## config.mk

```make
export PLATFORM = sky130hd
export DESIGN_NAME = key_event_ctrl
export DESIGN_NICKNAME = d
export VERILOG_FILES = /design/src/rtl/key_event_ctrl.sv
export SDC_FILE = /design/constraint.sdc
export NUM_CORES = 1
export LEC_CHECK = 0
export ABC_AREA = 1
export CAP_MARGIN = 0
export CORE_AREA = 2 2 194 196
export CTS_BUF_LIST = sky130_fd_sc_hd__clkbuf_16
export DETAILED_ROUTE_END_ITERATION = 8
export DIE_AREA = 0 0 196 198
export PLACE_DENSITY_LB_ADDON = 0.05
export SETUP_SLACK_MARGIN = 0.2
export SYNTH_ARGS = -nofsm -noshare
export SYNTH_HDL_FRONTEND = slang
export SYNTH_SLANG_ARGS = --single-unit
```

## constraint.sdc

```tcl
create_clock -name clk -period 5.3 [get_ports clk]
set_clock_uncertainty 0.2 [all_clocks]
set_input_delay 1.06 -clock clk [delete_from_list [all_inputs] [get_ports clk]]
set_output_delay 1.06 -clock clk [all_outputs]
set_load 0.01 [all_outputs]
```

## src/rtl/key_event_ctrl.sv

```systemverilog
// Debounced multi-key controller: press/release/long/repeat events arbitrated round-robin onto
// one valid/ready port. Define KEY_AUTO_REPEAT_EN to enable REPEAT events after LONG.
module key_event_ctrl #(
    parameter int unsigned N_KEYS       = 4,
    parameter int unsigned TICK_DIV     = 1000,
    parameter int unsigned STABLE_TICKS = 8,
    parameter int unsigned LONG_TICKS   = 64,
    parameter int unsigned REPEAT_TICKS = 16
) (
    input  logic                                           clk,
    input  logic                                           rst,
    input  logic [N_KEYS-1:0]                              key_raw_i,
    input  logic                                           evt_ready_i,
    input  logic                                           ovf_clr_i,
    output logic                                           evt_valid_o,
    output logic [((N_KEYS > 1) ? $clog2(N_KEYS) : 1)-1:0] evt_key_o,
    output logic [1:0]                                     evt_type_o,
    output logic [N_KEYS-1:0]                              key_pressed_o,
    output logic                                           ovf_o
);
    localparam int unsigned KW = (N_KEYS > 1) ? $clog2(N_KEYS) : 1;
    localparam int unsigned TW = $clog2(TICK_DIV);
    localparam logic [1:0] EvPress = 2'd0, EvRelease = 2'd1, EvLong = 2'd2, EvRepeat = 2'd3;
`ifdef KEY_AUTO_REPEAT_EN
    localparam bit RepeatEn = 1'b1;
`else
    localparam bit RepeatEn = 1'b0;
`endif

    typedef enum logic [1:0] {StIdle, StHeld, StRepeat} key_st_e;

    logic [N_KEYS-1:0] sync1_q, sync2_q, key_lvl;
    logic [N_KEYS-1:0] pressed_q, pressed_d, slot_vld_q, slot_vld_d, raise;
    logic [TW-1:0]     tick_cnt_q, tick_cnt_d;
    logic              tick;
    logic [7:0]        stab_q [N_KEYS];
    logic [7:0]        stab_d [N_KEYS];
    logic [15:0]       hold_q [N_KEYS];
    logic [15:0]       hold_d [N_KEYS];
    key_st_e           state_q [N_KEYS];
    key_st_e           state_d [N_KEYS];
    logic [1:0]        slot_type_q [N_KEYS];
    logic [1:0]        slot_type_d [N_KEYS];
    logic [1:0]        raise_type [N_KEYS];
    logic [8:0]        stab_inc;
    logic [16:0]       hold_inc;
    logic [15:0]       hold_sat;
    logic              evt_valid_q, evt_valid_d, ovf_q, ovf_d, ovf_set, grant, out_free;
    logic [KW-1:0]     evt_key_q, evt_key_d, rr_ptr_q, rr_ptr_d, grant_idx, idx;
    logic [1:0]        evt_type_q, evt_type_d;

    assign key_lvl    = ~sync2_q;
    assign tick       = (32'(tick_cnt_q) == TICK_DIV - 1);
    assign tick_cnt_d = tick ? '0 : tick_cnt_q + TW'(1);

    always_comb begin
        pressed_d = pressed_q;
        raise     = '0;
        stab_inc  = '0;
        hold_inc  = '0;
        hold_sat  = '0;
        for (int i = 0; i < N_KEYS; i++) begin
            stab_d[i]     = stab_q[i];
            hold_d[i]     = hold_q[i];
            state_d[i]    = state_q[i];
            raise_type[i] = EvPress;
            if (tick) begin
                stab_inc = {1'b0, stab_q[i]} + 9'd1;
                hold_inc = {1'b0, hold_q[i]} + 17'd1;
                hold_sat = hold_inc[16] ? 16'hFFFF : hold_inc[15:0];
                if (key_lvl[i] != pressed_q[i]) begin
                    if (32'(stab_inc) == STABLE_TICKS) begin
                        pressed_d[i]  = ~pressed_q[i];
                        stab_d[i]     = '0;
                        raise[i]      = 1'b1;
                        raise_type[i] = pressed_q[i] ? EvRelease : EvPress;
                    end else begin
                        stab_d[i] = stab_inc[7:0];
                    end
                end else begin
                    stab_d[i] = '0;
                end
                // A release on this tick overrides any LONG/REPEAT due on the same tick.
                if (raise[i] && pressed_q[i]) begin
                    state_d[i] = StIdle;
                    hold_d[i]  = '0;
                end else begin
                    case (state_q[i])
                        StIdle: begin
                            if (raise[i]) begin
                                state_d[i] = StHeld;
                                hold_d[i]  = '0;
                            end
                        end
                        StHeld: begin
                            if (32'(hold_sat) == LONG_TICKS) begin
                                raise[i]      = 1'b1;
                                raise_type[i] = EvLong;
                                state_d[i]    = StRepeat;
                                hold_d[i]     = '0;
                            end else begin
                                hold_d[i] = hold_sat;
                            end
                        end
                        StRepeat: begin
                            if (RepeatEn) begin
                                if (32'(hold_sat) == REPEAT_TICKS) begin
                                    raise[i]      = 1'b1;
                                    raise_type[i] = EvRepeat;
                                    hold_d[i]     = '0;
                                end else begin
                                    hold_d[i] = hold_sat;
                                end
                            end
                        end
                        default: state_d[i] = StIdle;
                    endcase
                end
            end
        end
    end

    always_comb begin
        out_free  = !evt_valid_q || evt_ready_i;
        grant     = 1'b0;
        grant_idx = '0;
        idx       = '0;
        for (int unsigned off = 0; off < N_KEYS; off++) begin
            idx = KW'((32'(rr_ptr_q) + off) % N_KEYS);
            if (out_free && !grant && slot_vld_q[idx]) begin
                grant     = 1'b1;
                grant_idx = idx;
            end
        end

        rr_ptr_d    = rr_ptr_q;
        evt_valid_d = evt_valid_q;
        evt_key_d   = evt_key_q;
        evt_type_d  = evt_type_q;
        if (grant) begin
            rr_ptr_d    = (32'(grant_idx) == N_KEYS - 1) ? '0 : grant_idx + KW'(1);
            evt_valid_d = 1'b1;
            evt_key_d   = grant_idx;
            evt_type_d  = slot_type_q[grant_idx];
        end else if (evt_ready_i) begin
            evt_valid_d = 1'b0;
        end

        slot_vld_d  = slot_vld_q;
        slot_type_d = slot_type_q;
        ovf_set     = 1'b0;
        for (int i = 0; i < N_KEYS; i++) begin
            if (grant && grant_idx == KW'(i)) slot_vld_d[i] = 1'b0;
            if (raise[i]) begin
                if (!slot_vld_q[i] || (grant && grant_idx == KW'(i))) begin
                    slot_vld_d[i]  = 1'b1;
                    slot_type_d[i] = raise_type[i];
                end else begin
                    ovf_set = 1'b1;
                end
            end
        end
        ovf_d = ovf_set | (ovf_q & ~ovf_clr_i);
    end

    always_ff @(posedge clk or posedge rst) begin
        if (rst) begin
            sync1_q     <= '1;
            sync2_q     <= '1;
            tick_cnt_q  <= '0;
            pressed_q   <= '0;
            slot_vld_q  <= '0;
            evt_valid_q <= 1'b0;
            evt_key_q   <= '0;
            evt_type_q  <= '0;
            rr_ptr_q    <= '0;
            ovf_q       <= 1'b0;
            for (int i = 0; i < N_KEYS; i++) begin
                stab_q[i]      <= '0;
                hold_q[i]      <= '0;
                state_q[i]     <= StIdle;
                slot_type_q[i] <= '0;
            end
        end else begin
            sync1_q     <= key_raw_i;
            sync2_q     <= sync1_q;
            tick_cnt_q  <= tick_cnt_d;
            pressed_q   <= pressed_d;
            slot_vld_q  <= slot_vld_d;
            evt_valid_q <= evt_valid_d;
            evt_key_q   <= evt_key_d;
            evt_type_q  <= evt_type_d;
            rr_ptr_q    <= rr_ptr_d;
            ovf_q       <= ovf_d;
            for (int i = 0; i < N_KEYS; i++) begin
                stab_q[i]      <= stab_d[i];
                hold_q[i]      <= hold_d[i];
                state_q[i]     <= state_d[i];
                slot_type_q[i] <= slot_type_d[i];
            end
        end
    end

    assign evt_valid_o   = evt_valid_q;
    assign evt_key_o     = evt_key_q;
    assign evt_type_o    = evt_type_q;
    assign key_pressed_o = pressed_q;
    assign ovf_o         = ovf_q;
endmodule
```

==> summary.md <==
| Metric | Value |
|---|---|
| Final HPWL DP | roughly 17000 um |
| Wire per inst | 12.8 um |
| Setup crit end kind | register |
| Row cnt | 71 |
| DR vias/cell | approximately 4.3 |
| Syn Std Cell Area | roughly 9000 um^2 |
| Largest net degree at the start of global routing | 68 |
| Final number of setup-violating endpoints | 0 |
| Synth warn | 0 |
| Clock slew at reported path FFs | 0.06 ns |
| F_max | about 330 MHz |
| Number of synthesized flops with an enable pin | 0 |
| Synth cell types | 38 |
| Post-CTS sizing | 0 |
| Avg Cell Area, Syn | 7.03 um^2 |
| Port Buf Inserts | 17 |
| Crit-path cells | ha_1 > nand2_1 > nor3_2 > nand3_2 > clkinv_1 > buf_4 > nand4_1 > nand2_1 > nand2_1 > inv_2 > nand2_1 > o21ai_0 |
| Initial antenna violation count | 0 |
| Area grow syn2layout | 13.3% |
| Worst hold stages | 0 |
| Async S/R FF share, synth | 1.00 |
| Sequential area share after synthesis | 0.403 |
| Register area | approximately 3700 um^2 |
| Pleak | between 4 and 5 nW |
| Final Max Tran Viols | 0 |
| R2R depth | 12 |
| Final Cell Area | between 10000 and 15000 um^2 |
| Share of cells above drive strength 1 | 0.0821 |
| Core area | roughly 37000 um^2 |
| Met3 Usage GRT | 0.0225 |
| Post-layout worst setup margin | about 2.2 ns |
| Slew @ Worst Pin | 0.802 ns |
| Worst Path Max Fanout | 20 |
| # diodes | 0 |
| Syn Inst Count | approximately 1300 |
| DRT Pass-1 Iters | 5 |
| Final worst path period need | approximately 3.1 ns |
| Most used cell along the critical path | nand2_1 |
| VDD IR max | around 0.00019 V |
| Antenna-violating nets left | 0 |
| Multi-input logic area | ~4700 um^2 |
| Vias in the first global route | approximately 8000 |
| Number of cells on the critical path | 12 |
| Drt total wl | about 23000 um |
| FF+latch count, synth | 146 |
| Slowest-stage cell, CP | clkinv_1 |
| Die H | 198 um |
| Gpl congestion | 0.741 |
| Crit-path max cell delay | about 0.60 ns |
| Met1 usage | 0.176 |
| Ports | 18 |
| Slew margin rel. | 0.464 |
| WP data arrival | approximately 3.2 ns |
| Htree depth | 4 |
| Cts bufs inserted | 17 |
| Nets | about 1300 |
| Final hold vios | 0 |
| Area after DPL | about 10000 um^2 |
| # clock sinks | about 150 |
| DP Worst Slack | roughly 1.9 ns |
| Filler cell count in the final layout | 4098 |
| Max cap viols | 0 |
| Worst Setup Start Kind | register |
| RSZ-0062 raised after global routing | no |
| Syn nets | 1313 |
| CP bufs+invs | 3 |
| Worst-skew pair later-pin latency | 0.43 ns |
| Most used DFF post-synth | dfrtp_1 |
| Post-CTS Setup Bufs | 0 |
| Setup TNS | 0 ns |
| Horiz. Die Dim | 196 um |
| DRT iter0 DRCs | around 340 |
| GRT Residual Overflow | 0 |
| Worst endpoint required time | between 5 and 6 ns |
| Max Root-Sink Buffers | 2 |
| Met2 usage | 0.199 |
| Type of the worst min-delay path | reg -> reg |
| Gr usage total | 0.127 |
| Status | complete, no violations |
| Crit Path Class | reg -> reg |
| Clk root buf | clkbuf_16 |
| Hold buffers post-CTS | 0 |
| Tcrit/Tclk final | 0.576 |
| Die area | about 39000 um^2 |
| DR DRC count | 0 |
| Crit-path leading delay family | buffers and inverters |
| GRT busiest layer | met2 |
| Vias | between 7000 and 8000 |
| Pwr dens | ~280 nW/um^2 |
| CTS tree | done |
| Global-route wire length before repair | 39600 um |
| Initial Util | 0.246 |
state kept, by name, indices dropped and copies added, names as in the netlist, 4 cells and up:
signal         cells
hold_q            64
stab_q            32
tick_cnt_q        10
slot_type_q        8
state_q            8
key_pressed_o      4
slot_vld_q         4
sync1_q            4
sync2_q            4
routing by layer:
metal  vias to the layer above  wire length (um)
met3                        20               448
met4                         0               299
li1                       4198                 -
met5                         -                 0
met1                      3547             12100
met2                        61             10200
worst reg2reg max path, delay by kind of cell, from the launching register on:
family          cells  cell delay (ns)
buf+inv             3             1.12
simple gates        7             0.86
flops               1             0.39
fa+ha+maj           1             0.22
compound gates      1             0.12
metrics by stage:
| step | util | hold WS [ns] | instances | total power, mW |
|---|---|---|---|---|
| 3_3_place_gp | 0.265 | 0.147 | 1770 | 1.74 |
| 6_report | 0.279 | 0.153 | 1802 | 2.85 |
| 3_5_place_dp | 0.265 | 0.147 | 1770 | 1.74 |
| 5_1_grt | 0.279 | 0.159 | 1802 | 3.04 |
| 4_1_cts | 0.279 | 0.158 | 1802 | 2.92 |
| 2_1_floorplan | - | 0.145 | 1294 | 1.59 |
area by class of cell:
| cell class | instances | area share |
|---|---|---|
| clock inverter | 15 | 0.0101 |
| multi-input combinational | 977 | 0.458 |
| tap | 474 | 0.0575 |
| inverter | 149 | 0.0546 |
| clock buffer | 17 | 0.0413 |
| timing repair buffer | 24 | 0.0228 |
| sequential | 146 | 0.355 |
worst paths after layout:
path	slack [ns]	end	start
setup / recovery	2.25	hold_q[31]$_DFFE_PP0P_	tick_cnt_q[0]$_DFF_PP0_
hold / removal	0.15	sync2_q[1]$_DFF_PP1_	sync1_q[1]$_DFF_PP1_
setup reg to reg	2.25	hold_q[31]$_DFFE_PP0P_	tick_cnt_q[0]$_DFF_PP0_
hold reg to reg	0.15	sync2_q[1]$_DFF_PP1_	sync1_q[1]$_DFF_PP1_
max in group asynchronous	3.06	sync1_q[1]$_DFF_PP1_	rst
min in group asynchronous	0.92	rr_ptr_q[0]$_DFFE_PP0P_	rst
cells in the final DEF, fill, tap and decap left out, types with 5 or more instances in the layout:
master,n
clkdlybuf4s50_1,17
nand4_1,26
xnor2_1,10
dfstp_2,8
nand3b_1,9
nand3_1,104
nand2_1,431
nor3_1,11
nand3_2,6
o21ai_0,69
o21ai_1,47
clkbuf_16,17
ha_1,11
buf_4,6
inv_2,6
inv_1,145
nor2_4,9
nor2_2,20
o22ai_1,11
nand2_2,12
o211ai_1,5
nor2_1,130
dfrtp_1,138
a21oi_1,17
clkinv_1,5
xor2_1,26
logic make-up after synthesis:
family / after synthesis / share of synthesized area
DFF: 146 / 0.403
buffers and inverters: 171 / 0.0778
xor gates and xnor gates: 39 / 0.0400
and+or+nand+nor: 766 / 0.367
AOI/OAI and AO/OA: 161 / 0.0972
adders and majority gates: 11 / 0.0151
report_power, final:
group	leakage, nW	switching [mW]	internal, mW	total (mW)
Clock	0.272	0.507	0.633	1.14
Sequential	1.97	0.0443	1.16	1.20
Combinational	2.41	0.339	0.168	0.507
Total	4.65	0.891	1.96	2.85
cell usage after synthesis, types with 7 or more instances:
cell type	number	area, um^2
a21oi_1	17	85.1
buf_6	7	78.8
clkbuf_1	8	30.0
dfrtp_1	138	3450
dfstp_2	8	210
ha_1	11	138
inv_1	142	533
nand2_1	431	1620
nand2_2	12	75.1
nand3_1	104	521
nand3b_1	9	67.6
nand4_1	26	163
nor2_1	130	488
nor2_2	20	125
nor2_4	9	101
nor3_1	11	55.1
o21ai_0	69	345
o21ai_1	47	235
o22ai_1	11	68.8
xnor2_1	10	87.6
xor2_1	26	228
No activity file was read; power rests on OpenSTA's default activity.
